`src/rtl/muldiv_ctrl.sv`:
```
// rtl/muldiv_ctrl.sv - iterative HI/LO multiply/divide sequencer with pipeline stall request
// Optional early multiply termination: define MULDIV_EARLY_TERM_EN.
module muldiv_ctrl #(
    parameter int WIDTH = 32,
    parameter int CNT_W = 6
) (
    input  logic             clk,
    input  logic             rst,
    input  logic             start,
    input  logic [2:0]       op,
    input  logic [WIDTH-1:0] rs_val,
    input  logic [WIDTH-1:0] rt_val,
    input  logic             flush,
    input  logic             hilo_rd,
    output logic             busy,
    output logic             stall_req,
    output logic             done,
    output logic             dz,
    output logic [WIDTH-1:0] hi,
    output logic [WIDTH-1:0] lo
);
    typedef enum logic [1:0] {S_IDLE, S_CALC, S_FIX} state_t;

    localparam logic [2:0] OP_MULT  = 3'd0;
    localparam logic [2:0] OP_MULTU = 3'd1;
    localparam logic [2:0] OP_DIV   = 3'd2;
    localparam logic [2:0] OP_DIVU  = 3'd3;
    localparam logic [2:0] OP_MTHI  = 3'd4;
    localparam logic [2:0] OP_MTLO  = 3'd5;

    state_t           state_q, state_d;
    logic [CNT_W-1:0] cnt_q, cnt_d;
    logic [WIDTH-1:0] hi_q, hi_d, lo_q, lo_d;
    // acc holds the running upper product half or the partial remainder
    logic [WIDTH:0]   acc_q, acc_d;
    // q holds the multiplier/low product bits or the dividend/quotient bits
    logic [WIDTH-1:0] q_q, q_d;
    logic [WIDTH-1:0] opb_q, opb_d;
    logic             is_div_q, is_div_d;
    logic             qneg_q, qneg_d;
    logic             rneg_q, rneg_d;
    logic             done_q, done_d;
    logic             dz_q, dz_d;
`ifdef MULDIV_EARLY_TERM_EN
    logic [WIDTH-1:0] mrem_q, mrem_d;
`endif

    logic             signed_op, is_div_op, a_neg, b_neg;
    logic [WIDTH-1:0] abs_a, abs_b;
    logic [WIDTH:0]   mul_sum;
    logic [WIDTH:0]   div_shift;
    logic [WIDTH+1:0] div_diff;
    logic             borrow;
    logic             last_iter;
    logic [2*WIDTH-1:0] raw_prod, fix_prod;
    logic [WIDTH-1:0] fix_quot, fix_rem;

    always_comb begin
        signed_op = (op == OP_MULT) || (op == OP_DIV);
        is_div_op = (op == OP_DIV) || (op == OP_DIVU);
        a_neg     = signed_op & rs_val[WIDTH-1];
        b_neg     = signed_op & rt_val[WIDTH-1];
        abs_a     = a_neg ? -rs_val : rs_val;
        abs_b     = b_neg ? -rt_val : rt_val;

        mul_sum   = acc_q + (q_q[0] ? {1'b0, opb_q} : '0);
        div_shift = {acc_q[WIDTH-1:0], q_q[WIDTH-1]};
        div_diff  = {1'b0, div_shift} - {2'b00, opb_q};
        borrow    = div_diff[WIDTH+1];
        last_iter = (cnt_q == CNT_W'(WIDTH - 1));

`ifdef MULDIV_EARLY_TERM_EN
        // an early-terminated product still sits left-aligned by the skipped iterations
        raw_prod = {acc_q[WIDTH-1:0], q_q} >> (CNT_W'(WIDTH) - cnt_q);
`else
        raw_prod = {acc_q[WIDTH-1:0], q_q};
`endif
        fix_prod = qneg_q ? -raw_prod : raw_prod;
        fix_quot = qneg_q ? -q_q : q_q;
        fix_rem  = rneg_q ? -acc_q[WIDTH-1:0] : acc_q[WIDTH-1:0];
    end

    always_comb begin
        state_d  = state_q;
        cnt_d    = cnt_q;
        hi_d     = hi_q;
        lo_d     = lo_q;
        acc_d    = acc_q;
        q_d      = q_q;
        opb_d    = opb_q;
        is_div_d = is_div_q;
        qneg_d   = qneg_q;
        rneg_d   = rneg_q;
        done_d   = 1'b0;
        dz_d     = 1'b0;
`ifdef MULDIV_EARLY_TERM_EN
        mrem_d   = mrem_q;
`endif

        case (state_q)
            S_IDLE: begin
                if (start && !flush) begin
                    case (op)
                        OP_MTHI: hi_d = rs_val;
                        OP_MTLO: lo_d = rs_val;
                        OP_MULT, OP_MULTU, OP_DIV, OP_DIVU: begin
                            if (is_div_op && (rt_val == '0)) begin
                                dz_d = 1'b1;
                            end else begin
                                state_d  = S_CALC;
                                cnt_d    = '0;
                                acc_d    = '0;
                                is_div_d = is_div_op;
                                qneg_d   = a_neg ^ b_neg;
                                rneg_d   = a_neg;
                                q_d      = is_div_op ? abs_a : abs_b;
                                opb_d    = is_div_op ? abs_b : abs_a;
`ifdef MULDIV_EARLY_TERM_EN
                                mrem_d   = abs_b;
`endif
                            end
                        end
                        default: ;
                    endcase
                end
            end
            S_CALC: begin
                if (flush) begin
                    state_d = S_IDLE;
                end else begin
                    cnt_d = cnt_q + 1'b1;
                    if (is_div_q) begin
                        acc_d = borrow ? div_shift : div_diff[WIDTH:0];
                        q_d   = {q_q[WIDTH-2:0], ~borrow};
                    end else begin
                        acc_d = {1'b0, mul_sum[WIDTH:1]};
                        q_d   = {mul_sum[0], q_q[WIDTH-1:1]};
                    end
`ifdef MULDIV_EARLY_TERM_EN
                    mrem_d = mrem_q >> 1;
                    if (last_iter || (!is_div_q && (mrem_d == '0)))
                        state_d = S_FIX;
`else
                    if (last_iter)
                        state_d = S_FIX;
`endif
                end
            end
            S_FIX: begin
                state_d = S_IDLE;
                if (!flush) begin
                    done_d = 1'b1;
                    if (is_div_q) begin
                        hi_d = fix_rem;
                        lo_d = fix_quot;
                    end else begin
                        hi_d = fix_prod[2*WIDTH-1:WIDTH];
                        lo_d = fix_prod[WIDTH-1:0];
                    end
                end
            end
            default: state_d = S_IDLE;
        endcase
    end

    always_ff @(posedge clk or posedge rst) begin
        if (rst) begin
            state_q  <= S_IDLE;
            cnt_q    <= '0;
            hi_q     <= '0;
            lo_q     <= '0;
            acc_q    <= '0;
            q_q      <= '0;
            opb_q    <= '0;
            is_div_q <= 1'b0;
            qneg_q   <= 1'b0;
            rneg_q   <= 1'b0;
            done_q   <= 1'b0;
            dz_q     <= 1'b0;
`ifdef MULDIV_EARLY_TERM_EN
            mrem_q   <= '0;
`endif
        end else begin
            state_q  <= state_d;
            cnt_q    <= cnt_d;
            hi_q     <= hi_d;
            lo_q     <= lo_d;
            acc_q    <= acc_d;
            q_q      <= q_d;
            opb_q    <= opb_d;
            is_div_q <= is_div_d;
            qneg_q   <= qneg_d;
            rneg_q   <= rneg_d;
            done_q   <= done_d;
            dz_q     <= dz_d;
`ifdef MULDIV_EARLY_TERM_EN
            mrem_q   <= mrem_d;
`endif
        end
    end

    assign busy      = (state_q != S_IDLE);
    assign stall_req = (busy & (hilo_rd | start)) | ((state_q == S_FIX) & hilo_rd);
    assign done      = done_q;
    assign dz        = dz_q;
    assign hi        = hi_q;
    assign lo        = lo_q;
endmodule
```
`config.mk`:
```
export PLATFORM = sky130hd
export DESIGN_NAME = muldiv_ctrl
export DESIGN_NICKNAME = d
export VERILOG_FILES = /design/src/rtl/muldiv_ctrl.sv
export SDC_FILE = /design/constraint.sdc
export NUM_CORES = 1
export LEC_CHECK = 0
export CORE_ASPECT_RATIO = 1.1
export CORE_MARGIN = 2
export CORE_UTILIZATION = 54
export CTS_CLUSTER_SIZE = 25
export DETAILED_ROUTE_END_ITERATION = 10
export HOLD_SLACK_MARGIN = 0.08
export PLACE_DENSITY_LB_ADDON = 0.3
export SETUP_SLACK_MARGIN = 0.1
export SLEW_MARGIN = 20
export SYNTH_ARGS = -nofsm -noshare
export SYNTH_HDL_FRONTEND = slang
export SYNTH_SLANG_ARGS = --single-unit
```
`constraint.sdc`:
```
create_clock -name clk -period 5.7 [get_ports clk]
set_input_delay 1.425 -clock clk [delete_from_list [all_inputs] [get_ports clk]]
set_output_delay 1.425 -clock clk [all_outputs]
set_load 0.01 [all_outputs]
```
==> impl_metrics.tcl <==
set metrics [dict create \
    number_of_antenna_violations_at_the_first_check_in_global_routing 1 \
    hold_buffers 0 \
    hold_class "flip-flop to flip-flop" \
    grt_pass1_wl_um 79000 \
    post_synth_fa_ha_maj_area_fraction 0.0609 \
    cellPowerDensity_nw_per_um2 530 \
    timing.critical_path.fanout_max 40 \
    routabilityCongestion 0.974 \
    post-synth-top-count-cell "sky130_fd_sc_hd__nand2_1" \
    r2r_slack_ps 1310 \
    syn_to_final_growth_pct 15.0 \
    intPower_w 0.00469 \
    fp.coreArea_sq_um 27000 \
    ant_diodes 0 \
    multi_input_comb_area_sq_um 9790 \
    synth.largest_area_cell "sky130_fd_sc_hd__dfrtp_1" \
    yosys-top-cells-area "sky130_fd_sc_hd__dfrtp_1 29%, sky130_fd_sc_hd__o21ai_0 7.5%, sky130_fd_sc_hd__a21oi_1 6.0%" \
    grt.met2_usage 0.581 \
    status "complete, no violations" \
    ys_top_cells_by_count "233 x sky130_fd_sc_hd__nand2_1, 223 x sky130_fd_sc_hd__o21ai_0, 198 x sky130_fd_sc_hd__nor2_1" \
    switching_power_w 0.00436 \
    die_width_um 162 \
    yosysWarningCount 0 \
    worstSetupStartpoint "rt_val[12]" \
    cap_viol_max_count 0 \
    synth-seq-area-share 0.293 \
    required_time_reported_for_the_critical_path_endpoint_ps 6060 \
    post-route-min-period_ps 4610 \
    netlist.area_leader.share 0.293 \
    worstRegToRegCells 13 \
    worstPathCellList "clkdlybuf4s50_1, or4_4, nor4_4, and4_4, nand2_2, or4_4, a31oi_1, or3_2, buf_4, a22oi_1, o21ai_0" \
    maxSlewHeadroom 0.350 \
    track_usage 0.355 \
    avgViaCountPerCell 6.39 \
    fillers 2373 \
    worst_slack_placed_ps 659 \
    crit_buf_inv 2 \
    timing_worst_slew_pin_value_ps 974 \
    drc 0 \
    place.port_buffers 139 \
    layout_worst_path_cycle_share 0.809 \
    setup.worst_path.end "acc_q[7]" \
    start_util 0.550 \
    setup_tns_ps 0 \
    timing.setup.critical_path_class "input port to flip-flop" \
    grt_max_degree 97 \
    cp_slowest_stage_delay_ps 560 \
    cpMostUsedCell "sky130_fd_sc_hd__or4_4" \
    postPlaceCellArea_sq_um 16500 \
    r2r-start "q_q[31]" \
    synth_seq_cells 174 \
    rows 63 \
    timing.final.max_slew_violations 0 \
    slowest_stage "sky130_fd_sc_hd__or4_4" \
    via_count 15100 \
    synth_mux_area_frac 0.0479 \
    dieHeight_um 178 \
    ant_nets 0 \
    avgRoutedWirePerCell_um 21.5 \
    syn_inst 1920 \
    vdd_drop_max_uv 243 \
    grt_setup_unrepaired "no" \
    hold_viol 0 \
    groute.layer.met1.usage 0.471 \
    cts_buffers 17 \
    worst_setup_hold_path_clk_slew_ps 70 \
    synth-compound-area-share 0.257 \
    synth_cell_type_count 67 \
    final_layout_size_suffix_gt1_frac 0.0458 \
    finalInstanceArea_sq_um 17100 \
    worst_path_dominant_cell_family "simple AND/OR/NAND/NOR gates" \
    switching_share 0.482 \
    clock_latency_ps 460 \
    final_core_util 0.633 \
    place_hpwl_um 39400 \
    ctsLongestPathBuffers 2 \
    cp-end-kind "flip-flop" \
    power_frac_seq 0.256 \
    cts_max_level 4 \
    synth_nets 2063 \
    regToRegEndpoint "acc_q[13]" \
    cts.repair.resized 0 \
    synth_xor_xnor_area_share 0.103 \
    final_critical_path_setup_slack_ps 1090 \
    fmax_ghz 0.217 \
    most_crowded_layer_gr "met2" \
    post_detailed_routing_wire_length_um 50800 \
    boundaryPins 140 \
    finish.net_count 2137 \
    timing.clock.skew_ps 13.9 \
    tritoncts "built" \
    initialDrtViolationCount 1999 \
    ff_latch_area_sq_um 4360 \
    global_route.usage.met3 0.0547 \
    die_area_sq_um 28800 \
    synth_area_sq_um 14800 \
    critical_path_arrival_ps 4970 \
    reported_leakage_power_nw 7.39 \
    drt_first_pass_iters 6 \
    buffer_cell_driving_the_clock_tree_root "sky130_fd_sc_hd__clkbuf_16" \
    grt_pass1_vias 13900 \
    setup_violations 0 \
    p_clk_frac 0.133 \
    async_flop_share 1.00 \
    combinational_power_share 0.611 \
    synth_top_family_by_area "compound AO/OA/AOI/OAI gates" \
    grt_remaining_overflow 0 \
    synth_simple_gate_area_frac 0.188 \
    cp.depth 11 \
    post_synth.cell_area_avg_sq_um 7.73 \
    worst_setup_path_start_kind "input port" \
    clock_sinks 174 \
    postCtsSetupBuffers 0 \
    synth_enable_flop_cells 0 \
    yosys_most_used_dff "sky130_fd_sc_hd__dfrtp_1" \
]
power groups by stage:
stage / Sequential, W / Clock (W) / Combinational, W
detailed placement: 0.00231 / 0 / 0.00540
global route: 0.00237 / 0.00126 / 0.00606
global placement: 0.00230 / 0 / 0.00529
finish: 0.00232 / 0.00120 / 0.00553
CTS: 0.00229 / 0.00120 / 0.00543
floorplan: 0.00210 / 0 / 0.00401
how the worst min path moves through the flow:
stage               startpoint   endpoint  slack (ps)  cells past startpoint
floorplan            opb_q[22]  opb_q[22]         450                      2
global placement         lo[1]      lo[1]         460                      2
detailed placement       hi[2]      hi[2]         470                      2
CTS                      hi[2]      hi[2]         480                      2
global route            lo[23]     lo[23]         510                      1
finish                   hi[2]      hi[2]         480                      2
layout by cell type, fill, tap and decap left out, types with 7 or more instances in the layout:
cell | netlist | final
sky130_fd_sc_hd__clkbuf_16 | 0 | 17
sky130_fd_sc_hd__a211oi_1 | 16 | 16
sky130_fd_sc_hd__inv_1 | 64 | 63
sky130_fd_sc_hd__nor2b_1 | 17 | 17
sky130_fd_sc_hd__nor2_1 | 198 | 198
sky130_fd_sc_hd__a21o_1 | 37 | 37
sky130_fd_sc_hd__nor3_1 | 46 | 46
sky130_fd_sc_hd__o41ai_1 | 10 | 10
sky130_fd_sc_hd__a21oi_1 | 177 | 177
sky130_fd_sc_hd__mux2i_1 | 62 | 62
sky130_fd_sc_hd__nand2b_1 | 22 | 20
sky130_fd_sc_hd__a221o_1 | 9 | 9
sky130_fd_sc_hd__nand3_1 | 22 | 22
sky130_fd_sc_hd__a31oi_1 | 20 | 20
sky130_fd_sc_hd__xnor2_1 | 98 | 98
sky130_fd_sc_hd__nand4_1 | 7 | 7
sky130_fd_sc_hd__o31ai_1 | 33 | 33
sky130_fd_sc_hd__clkdlybuf4s50_1 | 0 | 138
sky130_fd_sc_hd__xor2_1 | 76 | 76
sky130_fd_sc_hd__o221ai_1 | 15 | 15
sky130_fd_sc_hd__dfrtp_1 | 174 | 173
sky130_fd_sc_hd__mux2_2 | 8 | 8
sky130_fd_sc_hd__buf_4 | 5 | 26
sky130_fd_sc_hd__o211ai_1 | 25 | 25
sky130_fd_sc_hd__o21bai_1 | 8 | 8
sky130_fd_sc_hd__and3_1 | 14 | 14
sky130_fd_sc_hd__nand2_1 | 233 | 233
sky130_fd_sc_hd__o21ai_0 | 223 | 222
sky130_fd_sc_hd__ha_1 | 69 | 69
sky130_fd_sc_hd__nor4_1 | 15 | 15
sky130_fd_sc_hd__or4_1 | 8 | 8
flip-flops by register name, summed over array words and instances (netlist names):
signal    cells
acc_q        33
cnt_q         6
done          1
dz            1
hi           32
is_div_q      1
lo           32
opb_q        32
q_q          32
qneg_q        1
rneg_q        1
state_q       2
worst register-to-register path: stages, from the launching register on:
cell	delay [ps]
sky130_fd_sc_hd__dfrtp_1	460
sky130_fd_sc_hd__inv_1	110
sky130_fd_sc_hd__ha_1	310
sky130_fd_sc_hd__nor2b_1	180
sky130_fd_sc_hd__o31a_1	220
sky130_fd_sc_hd__o21ai_0	330
sky130_fd_sc_hd__a211o_1	440
sky130_fd_sc_hd__a211oi_1	400
sky130_fd_sc_hd__o22ai_1	260
sky130_fd_sc_hd__o21ai_4	590
sky130_fd_sc_hd__buf_4	410
sky130_fd_sc_hd__mux2i_1	220
sky130_fd_sc_hd__nor2_1	60
sky130_fd_sc_hd__a221o_1	290
area by class of cell:
class	instances	share of cell area
Tap cell	357	0.0262
Sequential cell	174	0.255
Clock inverter	12	0.00792
Inverter	64	0.0143
Multi-Input combinational cell	1569	0.574
Clock buffer	20	0.0268
Timing Repair Buffer	168	0.0962
stage by stage:
stage               total power (W)  hold WS [ps]  std cells
floorplan                   0.00611           448       1920
global placement            0.00759           461       2331
detailed placement          0.00772           469       2331
CTS                         0.00893           484       2363
global route                0.00969           506       2364
finish                      0.00905           480       2364
logic make-up after synthesis:
family                   after synthesis
flip-flops                           174
buffers and inverters                177
XOR/XNOR                             174
AND/OR/NAND/NOR                      621
AO/OA/AOI/OAI                        633
adder cells (fa/ha/maj)               71
multiplexers                          70
layer usage:
layer	share of wire	routed length [um]
met1	0.40	20500
met5	0.00026	13
met3	0.090	4600
met2	0.46	23500
met4	0.042	2140
(Power assumes the default switching activity.)
